## config.mk

```make
export PLATFORM = sky130hd
export DESIGN_NAME = gray_codec_pipe_flat
export DESIGN_NICKNAME = d
export VERILOG_FILES = /design/src/rtl/gray_codec_pipe_if.sv /design/src/rtl/gray_codec_pipe.sv /design/src/flat_wrapper.sv
export SDC_FILE = /design/constraint.sdc
export NUM_CORES = 1
export LEC_CHECK = 0
export CAP_MARGIN = 20
export CORE_AREA = 2 2 72 57
export CTS_CLUSTER_DIAMETER = 60
export DETAILED_ROUTE_END_ITERATION = 12
export DIE_AREA = 0 0 74 59
export GPL_TIMING_DRIVEN = 0
export PLACE_DENSITY = 0.74
export SYNTH_ARGS = -nofsm -noshare
export SYNTH_HDL_FRONTEND = slang
export SYNTH_SLANG_ARGS = --single-unit
```

## constraint.sdc

```tcl
create_clock -name clk -period 2.34 [get_ports clk]
set_clock_uncertainty 0.2 [all_clocks]
set_input_delay 0.585 -clock clk [delete_from_list [all_inputs] [get_ports clk]]
set_output_delay 0.585 -clock clk [all_outputs]
set_load 0.05 [all_outputs]
```

## src/rtl/gray_codec_pipe_if.sv

```systemverilog
// Handshake bundle for gray_codec_pipe: upstream word/mode stream in, converted stream out.
// The master side drives words and out_ready; the slave side is the codec itself.
interface gray_codec_pipe_if #(
  parameter int WIDTH = 8
);
  logic [WIDTH-1:0] in;
  logic             mode;
  logic             in_valid;
  logic             in_ready;
  logic [WIDTH-1:0] out;
  logic             out_valid;
  logic             out_ready;
  logic             out_err;
  logic [7:0]       err_cnt;

  modport master (
    output in, mode, in_valid, out_ready,
    input  in_ready, out, out_valid, out_err, err_cnt
  );

  modport slave (
    input  in, mode, in_valid, out_ready,
    output in_ready, out, out_valid, out_err, err_cnt
  );
endinterface

```

## src/rtl/gray_codec_pipe.sv

```systemverilog
// Pipelined gray<->binary converter with per-word mode, gray-stream adjacency
// checking and a saturating error counter.
module gray_codec_pipe #(
  parameter int WIDTH  = 8,
  parameter int STAGES = 2
) (
  input logic             clk,
  input logic             rst,
  gray_codec_pipe_if.slave bus
);
  localparam int LAST = STAGES - 1;

  logic             vld_q  [STAGES];
  logic             vld_d  [STAGES];
  logic             mode_q [STAGES];
  logic             mode_d [STAGES];
  logic             err_q  [STAGES];
  logic             err_d  [STAGES];
  logic [WIDTH-1:0] dat_q  [STAGES];
  logic [WIDTH-1:0] dat_d  [STAGES];

  logic [WIDTH-1:0] ref_q, ref_d;
  logic             ref_valid_q, ref_valid_d;
  logic [7:0]       err_cnt_q, err_cnt_d;

  logic             advance;
  logic             accept;
  logic             transfer;
  logic             adj_err;
  logic [WIDTH-1:0] diff;

  // Raw words travel down the pipe; conversion happens on the final stage.
  function automatic logic [WIDTH-1:0] convert(input logic [WIDTH-1:0] v,
                                               input logic             to_gray);
    logic [WIDTH-1:0] r;
    r = '0;
    r[WIDTH-1] = v[WIDTH-1];
    for (int i = WIDTH - 2; i >= 0; i--) begin
      r[i] = to_gray ? (v[i+1] ^ v[i]) : (r[i+1] ^ v[i]);
    end
    return r;
  endfunction

  always_comb begin
    advance  = !vld_q[LAST] || bus.out_ready;
    accept   = bus.in_valid && advance;
    transfer = vld_q[LAST] && bus.out_ready;
    diff     = bus.in ^ ref_q;
    // x & (x-1) is nonzero exactly when x has two or more bits set.
    adj_err  = !bus.mode && ref_valid_q && (|(diff & (diff - WIDTH'(1))));

    for (int i = 0; i < STAGES; i++) begin
      vld_d[i]  = vld_q[i];
      mode_d[i] = mode_q[i];
      err_d[i]  = err_q[i];
      dat_d[i]  = dat_q[i];
    end
    ref_d       = ref_q;
    ref_valid_d = ref_valid_q;
    err_cnt_d   = err_cnt_q;

    if (advance) begin
      vld_d[0]  = bus.in_valid;
      mode_d[0] = bus.mode;
      err_d[0]  = bus.in_valid && adj_err;
      dat_d[0]  = bus.in;
      for (int i = 1; i < STAGES; i++) begin
        vld_d[i]  = vld_q[i-1];
        mode_d[i] = mode_q[i-1];
        err_d[i]  = err_q[i-1];
        dat_d[i]  = dat_q[i-1];
      end
    end

    if (accept && !bus.mode) begin
      ref_d       = bus.in;
      ref_valid_d = 1'b1;
    end

    if (transfer && err_q[LAST] && (err_cnt_q != 8'hFF)) begin
      err_cnt_d = err_cnt_q + 8'd1;
    end
  end

  always_ff @(posedge clk) begin
    if (rst) begin
      for (int i = 0; i < STAGES; i++) begin
        vld_q[i]  <= 1'b0;
        mode_q[i] <= 1'b0;
        err_q[i]  <= 1'b0;
        dat_q[i]  <= '0;
      end
      ref_q       <= '0;
      ref_valid_q <= 1'b0;
      err_cnt_q   <= 8'd0;
    end else begin
      for (int i = 0; i < STAGES; i++) begin
        vld_q[i]  <= vld_d[i];
        mode_q[i] <= mode_d[i];
        err_q[i]  <= err_d[i];
        dat_q[i]  <= dat_d[i];
      end
      ref_q       <= ref_d;
      ref_valid_q <= ref_valid_d;
      err_cnt_q   <= err_cnt_d;
    end
  end

  assign bus.in_ready  = advance;
  assign bus.out       = convert(dat_q[LAST], mode_q[LAST]);
  assign bus.out_valid = vld_q[LAST];
  assign bus.out_err   = err_q[LAST];
  assign bus.err_cnt   = err_cnt_q;

endmodule

```

## src/flat_wrapper.sv

```systemverilog
// flat-port wrapper written by rule: the top's interface ports become plain ports
module gray_codec_pipe_flat 
#(
  parameter int WIDTH  = 8,
  parameter int STAGES = 2
)
  (clk, rst, bus_in, bus_mode, bus_in_valid, bus_out_ready, bus_in_ready, bus_out, bus_out_valid, bus_out_err, bus_err_cnt);
  gray_codec_pipe_if #(.WIDTH(WIDTH)) bus_i ();
  input logic clk;
  input logic rst;
  input wire logic [$bits(bus_i.in)-1:0] bus_in;
  input wire logic [$bits(bus_i.mode)-1:0] bus_mode;
  input wire logic [$bits(bus_i.in_valid)-1:0] bus_in_valid;
  input wire logic [$bits(bus_i.out_ready)-1:0] bus_out_ready;
  output wire logic [$bits(bus_i.in_ready)-1:0] bus_in_ready;
  output wire logic [$bits(bus_i.out)-1:0] bus_out;
  output wire logic [$bits(bus_i.out_valid)-1:0] bus_out_valid;
  output wire logic [$bits(bus_i.out_err)-1:0] bus_out_err;
  output wire logic [$bits(bus_i.err_cnt)-1:0] bus_err_cnt;
  assign bus_i.in = bus_in;
  assign bus_i.mode = bus_mode;
  assign bus_i.in_valid = bus_in_valid;
  assign bus_i.out_ready = bus_out_ready;
  assign bus_in_ready = bus_i.in_ready;
  assign bus_out = bus_i.out;
  assign bus_out_valid = bus_i.out_valid;
  assign bus_out_err = bus_i.out_err;
  assign bus_err_cnt = bus_i.err_cnt;
  gray_codec_pipe #(.WIDTH(WIDTH), .STAGES(STAGES)) u_core (.clk(clk), .rst(rst), .bus(bus_i));
endmodule
```

==> results of run 1 <==
[area by class of cell]
cell class | count | area, µm²
Buffer | 10 | 55.1
Clock buffer | 7 | 86.3
Clock inverter | 1 | 5.00
Fill cell | 310 | 1110
Inverter | 3 | 11.3
Multi-Input combinational cell | 157 | 1100
Sequential cell | 39 | 792
Tap cell | 52 | 65.1
Timing Repair Buffer | 37 | 367
[cells in the final DEF, fill, tap and decap left out, types with 2 or more instances in the layout]
cell / instances
inv_1: 2
xnor2_4: 5
xor2_4: 2
and3_1: 2
buf_4: 7
nor3_2: 2
xor2_1: 11
buf_6: 4
dfxtp_2: 3
nor2b_1: 3
nand3_1: 4
nor2_1: 23
mux2i_4: 3
dlygate4sd2_1: 7
clkdlybuf4s50_1: 17
nor3_1: 4
xnor2_1: 7
clkbuf_8: 7
dfxtp_4: 2
o21ai_0: 3
and2b_2: 2
a21oi_1: 24
dfxtp_1: 34
mux2i_1: 9
nand2_1: 43
clkbuf_1: 8
[cells in the mapped netlist (2+ instances only)]
master,number,area (µm²)
mux2i_1,12,120
xnor2_1,12,105
o21ai_0,3,15.0
buf_4,2,15.0
nor2_1,23,86.3
and2b_1,2,15.0
nand3_1,4,20.0
xor2_1,13,114
nand2_1,43,161
nor2b_1,3,18.8
inv_1,3,11.3
clkbuf_1,9,33.8
nor3_1,6,30.0
dfxtp_1,39,781
and3_1,2,12.5
a21oi_1,24,120
[flip-flops by register name, summed over array words and instances (netlist names)]
name                flops
u_core.dat_q           16
u_core.bus.err_cnt      8
u_core.ref_q            8
u_core.err_q            2
u_core.mode_q           2
u_core.vld_q            2
u_core.ref_valid_q      1
[cells by family (layout without fill, tap and decap cells)]
group,count (synthesis),after routing,synth area share (%)
AO/OA/AOI/OAI,29,29,8.72
XOR/XNOR,26,26,13.4
adder cells (fa/ha/maj),2,2,1.36
buffers and inverters,14,58,3.43
flip-flops,39,39,44.6
multiplexers,12,12,6.86
AND/OR/NAND/NOR,88,88,21.6
[per-stage QoR]
| step | setup WS, ns | utilization (%) | power, mW | hold slack [ns] | setup TNS, ns |
|---|---|---|---|---|---|
| after CTS | -0.272 | 68.1 | 1.61 | 0.252 | -1.14 |
| after detailed placement | -1.09 | 63.6 | 1.14 | 0.241 | -5.56 |
| after global placement | -1.08 | 63.6 | 1.14 | 0.235 | -5.47 |
| after floorplan | -0.475 | - | 1.03 | 0.226 | -1.74 |
| final | -0.248 | 69.1 | 1.60 | 0.246 | -1.01 |
| after global routing | -0.336 | 69.1 | 1.68 | 0.272 | -1.39 |
[worst max-delay path: cells and delay by family (launching register included)]
family	cells	cell delay [ns]
XOR/XNOR	3	0.47
flip-flops	1	0.37
multiplexers	1	0.27
buffers and inverters	2	0.31
AND/OR/NAND/NOR	1	0.09
[timing repair]
item | CTS | global route
gates resized for setup | 54 | 6
buffers inserted | 4 | 2
hold buffers | 0 | 0
setup endpoints to repair | 12 | 8
pin swaps | 6 | 1
[power breakdown]
part | internal [mW] | switching [mW]
registers | 0.692 | 0.0242
clock network | 0.237 | 0.210
logic | 0.202 | 0.234
[worst max-delay path by stage]
| stage | cells past startpoint | slack, ns | end |
|---|---|---|---|
| CTS | 7 | -0.27 | bus_out[0] |
| detailed placement | 5 | -1.09 | bus_in_ready |
| global placement | 5 | -1.08 | bus_in_ready |
| finish | 7 | -0.25 | bus_out[0] |
| floorplan | 5 | -0.47 | bus_out[0] |
| global route | 7 | -0.34 | bus_out[0] |
[metal layers]
metal | vias up | share of wire, % | track usage (%)
li1 | 770 | - | -
met1 | 654 | 51 | 24.7
met2 | 22 | 45 | 28.2
met3 | 4 | 3.2 | 4.08
met4 | 0 | 1.0 | 6.23
met5 | - | 0 | 0
==> results.sh, run 1 <==
export IMPL_r2r_end="u_core.err_q[0][0]"
export IMPL_dp_hpwl_mm=2.50
export IMPL_path_cells="xor2_4 -> nand2b_4 -> xnor2_4 -> buf_12 -> mux2i_4 -> xnor2_4 -> buf_6"
export IMPL_routabilityCongestion=0.794
export IMPL_via_per_inst=4.74
export IMPL_core_area_um2=3590
export IMPL_fin_cells=306
export IMPL_hold_depth=2
export IMPL_ir_drop_v=0.000376
export IMPL_placed_cell_area_um2=2280
export IMPL_syn_num_nets=224
export IMPL_violations="negative setup slack"
export IMPL_ys_flop_type="dfxtp_1"
export IMPL_maxCapViolations=0
export IMPL_ys_ff_latch=39
export IMPL_cp_required_ns=1.55
export IMPL_start_util_pct=48.8
export IMPL_critPathCaptureType="output pin"
export IMPL_crit_reg2reg_launch="u_core.vld_q[0][1]"
export IMPL_cts_buffer_depth=2
export IMPL_p_leak_nw=1.04
export IMPL_overflow=0
export IMPL_clock_latency_ns=0.28
export IMPL_vias=1450
export IMPL_dr_pass1_iters=4
export IMPL_powerDensity_nw_per_um2=645
export IMPL_hold_viol=0
export IMPL_num_rows=19
export IMPL_grt_max_degree=13
export IMPL_min_period_ns=2.59
export IMPL_clk_pin_slew_ns=0.07
export IMPL_cts_buffers=5
export IMPL_antenna_left=0
export IMPL_hold_class="register to register"
export IMPL_n_antenna_cell=0
export IMPL_async_reset_ff_share_pct=0
export IMPL_placedCellCount=293
export IMPL_syn_cell_area_um2=1750
export IMPL_fin_area_um2=2480
export IMPL_period_share_pct=111
export IMPL_r2r_cells=8
export IMPL_cts_num_sinks=39
export IMPL_place_port_buffers=31
export IMPL_area_delta_synth_final_pct=41.7
export IMPL_synth_cell_types=26
export IMPL_cp_startpoint="u_core.dat_q[0][15]"
export IMPL_drv_slew=0
export IMPL_drive_above_1_share_pct=18.1
export IMPL_status="complete, but fails checks"
export IMPL_path_class="register to output pin"
export IMPL_first_global_vias=1318
export IMPL_synth_area_per_cell_um2=8.34
export IMPL_cts_htree_levels=2
export IMPL_drtIter0Drc=60
export IMPL_setup_viol=5
export IMPL_hp_start="u_core.dat_q[0][7]"
export IMPL_die_area_um2=4370
export IMPL_grtUsageTotal_pct=18.0
export IMPL_fin_ws_ns=-0.248
export IMPL_rsz0062_at_grt="yes"
export IMPL_synth_edf_count=0
export IMPL_timing_fmax_ghz=0.386
export IMPL_cts_root_buf="clkbuf_8"
export IMPL_wl_mm=3.43
export IMPL_tightestPinTransition_ns=0.562
export IMPL_yosysSeqAreaShare_pct=44.6
export IMPL_critPathArrivalTime_ns=1.80
export IMPL_ff2ff_setup_slack_ns=0.53
export IMPL_synth_warnings=0
export IMPL_antenna_found_initial=0
export IMPL_max_slew_margin_pct=62.5
export IMPL_die_y_um=59
export IMPL_grt_pass1_wl_mm=5.91
export IMPL_drc=0
export IMPL_critPathMaxFanout=5
export IMPL_fp_dieW_um=74
export IMPL_crit_path_start_kind="register"
export IMPL_cpPeakStageDelay_ns=0.37
export IMPL_wire_per_inst_um=11.2
export IMPL_crit_slowest_cell="dfxtp_4"
export IMPL_hold_end="u_core.dat_q[0][15]"
export IMPL_cts_tree="yes"
export IMPL_io_pins=32
export IMPL_netlist_instances=210
export IMPL_nets=267
export IMPL_cpMostUsedCell="xnor2_4"
No activity file was read; power rests on OpenSTA's default activity.
==> inputs of run 2 (changes only) <==
--- a/config.mk
+++ b/config.mk
@@ -7,7 +7,6 @@
 export LEC_CHECK = 0
 export CAP_MARGIN = 20
 export CORE_AREA = 2 2 72 57
-export CTS_CLUSTER_DIAMETER = 60
 export DETAILED_ROUTE_END_ITERATION = 12
 export DIE_AREA = 0 0 74 59
 export GPL_TIMING_DRIVEN = 0
==> results of run 2 <==
Same layout as run 1: the final DEF is identical, and so are final timing and power.
==> inputs of run 3 (changes only) <==
--- a/config.mk
+++ b/config.mk
@@ -5,12 +5,11 @@
 export SDC_FILE = /design/constraint.sdc
 export NUM_CORES = 1
 export LEC_CHECK = 0
-export CAP_MARGIN = 20
-export CORE_AREA = 2 2 72 57
+export CAP_MARGIN = 40
+export CORE_AREA = 2 2 100 78
 export DETAILED_ROUTE_END_ITERATION = 12
-export DIE_AREA = 0 0 74 59
+export DIE_AREA = 0 0 102 80
 export GPL_TIMING_DRIVEN = 0
-export PLACE_DENSITY = 0.74
 export SYNTH_ARGS = -nofsm -noshare
 export SYNTH_HDL_FRONTEND = slang
 export SYNTH_SLANG_ARGS = --single-unit
==> run 3 against run 2 <==
  * The flow still finishes with violations (negative setup slack)
  * Combinational power hardly changed
  * Largest power group unchanged
  * Via count is 0.41% lower
  * Sequential power hardly changed
  * Worst setup slack worse by 0.020 ns
==> results.sh, run 3 (synthesis gave the netlist of run 1 again) <==
export IMPL_status="complete, but fails checks"
export IMPL_violations="negative setup slack"
export IMPL_clock_latency_ns=0.29
export IMPL_num_rows=27
export IMPL_core_area_um2=7160
export IMPL_wl_mm=3.73
export IMPL_setup_viol=5
export IMPL_area_delta_synth_final_pct=46.7
export IMPL_drtIter0Drc=58
export IMPL_powerDensity_nw_per_um2=669
export IMPL_largest_reg_flops=16
export IMPL_timing_fmax_ghz=0.384
export IMPL_clock_power_share_pct=32.8
export IMPL_tightestPinTransition_ns=0.500
export IMPL_max_slew_margin_pct=66.6
export IMPL_clk_pin_slew_ns=0.08
export IMPL_cts_htree_levels=2
export IMPL_routabilityCongestion=0.761
export IMPL_critPathArrivalTime_ns=1.82
export IMPL_nets=268
export IMPL_p_switching_uw=507
export IMPL_holdWs_ns=0.255
export IMPL_grtUsageTotal_pct=9.58
export IMPL_critPathMaxFanout=5
export IMPL_fin_cells=356
export IMPL_die_y_um=80
export IMPL_drive_above_1_share_pct=18.0
export IMPL_grt_max_degree=14
export IMPL_p_int_mw=1.21
export IMPL_dp_hpwl_mm=2.73
export IMPL_min_period_ns=2.61
export IMPL_rsz0062_at_grt="yes"
export IMPL_cts_buffer_depth=2
export IMPL_cts_root_buf="clkbuf_8"
export IMPL_placedCellCount=342
export IMPL_start_util_pct=24.4
export IMPL_seqPwrFrac_pct=41.7
export IMPL_dr_pass1_iters=5
export IMPL_pwr_share_comb_pct=25.5
export IMPL_cts_buffers=5
export IMPL_vias=1444
export IMPL_grt_pass1_wl_mm=6.18
export IMPL_cts_num_sinks=39
export IMPL_cp_required_ns=1.55
export IMPL_drc=0
export IMPL_maxCapViolations=0
export IMPL_antenna_left=0
export IMPL_layout_commonest_cell="nand2_1"
export IMPL_placed_cell_area_um2=2350
export IMPL_fin_ws_ns=-0.267
export IMPL_antenna_found_initial=0
export IMPL_overflow=0
export IMPL_swShare_pct=29.5
export IMPL_io_pins=32
export IMPL_first_global_vias=1381
export IMPL_fp_dieW_um=102
export IMPL_final_cell_mix="nand2_1 (43), dfxtp_1 (34), a21oi_1 (24)"
export IMPL_wire_per_inst_um=10.5
export IMPL_crit_path_start_kind="register"
export IMPL_critPathCaptureType="output pin"
export IMPL_p_leak_nw=1.11
export IMPL_cts_tree="yes"
export IMPL_drv_slew=0
export IMPL_largest_register="u_core.dat_q"
export IMPL_via_per_inst=4.06
export IMPL_fin_area_um2=2570
export IMPL_ir_drop_v=0.000367
export IMPL_period_share_pct=111
export IMPL_hold_class="register to register"
export IMPL_path_class="register to output pin"
export IMPL_hold_viol=0
export IMPL_holdBufCountCts=0
export IMPL_die_area_um2=8160
export IMPL_n_antenna_cell=0
export IMPL_place_port_buffers=31
## run 3: power groups by stage
stage	Combinational [mW]	Clock [mW]	Sequential [mW]
global route	0.464	0.602	0.721
finish	0.439	0.563	0.716
floorplan	0.307	0	0.728
global placement	0.413	0	0.726
detailed placement	0.416	0	0.727
CTS	0.439	0.577	0.716
## run 3: worst paths after layout
kind                            cells past startpoint                   to  slack, ns           startpoint
worst min register to register                      2  u_core.mode_q[0][1]       0.25  u_core.mode_q[0][0]
worst min-delay path                                2  u_core.mode_q[0][1]       0.25  u_core.mode_q[0][0]
worst max-delay path                                7           bus_out[0]      -0.27  u_core.dat_q[0][15]
worst max register to register                      8   u_core.err_q[0][0]       0.55   u_core.vld_q[0][1]
## run 3: final cells by class
type,count,area [µm²]
Fill cell,777,4590
Multi-Input combinational cell,157,1090
Sequential cell,39,792
Timing Repair Buffer,38,383
Tap cell,101,126
Clock buffer,5,68.8
Buffer,10,55.1
Clock inverter,3,43.8
Inverter,3,11.3
## run 3: timing repair
item / in CTS / in global routing
pin swaps: 6 / 2
gates resized for setup: 53 / 7
buffers inserted: 5 / 2
endpoints found under the setup margin: 11 / 11
## run 3: metrics by stage
| stage | setup TNS, ns | utilization [%] | worst slack, ns | power [mW] |
|---|---|---|---|---|
| 2_1_floorplan | -1.74 | - | -0.475 | 1.03 |
| 3_3_place_gp | -5.36 | 32.8 | -1.11 | 1.14 |
| 3_5_place_dp | -5.57 | 32.8 | -1.13 | 1.14 |
| 4_1_cts | -1.22 | 35.4 | -0.295 | 1.73 |
| 5_1_grt | -1.36 | 35.9 | -0.325 | 1.79 |
| 6_report | -1.06 | 35.9 | -0.267 | 1.72 |
## run 3: routing by layer
layer,track usage [%],vias to the layer above,wire length (µm)
li1,-,777,-
met1,13.2,638,2000
met2,14.1,25,1530
met3,2.89,4,164
met4,3.20,0,32
met5,0,-,0
## run 3: critical path: stages (launching register included)
cell and delay, ns:
dfxtp_4 0.37, xor2_4 0.19, nand2b_4 0.09, xnor2_4 0.15, buf_12 0.14, mux2i_4 0.27, xnor2_4 0.14, buf_6 0.17
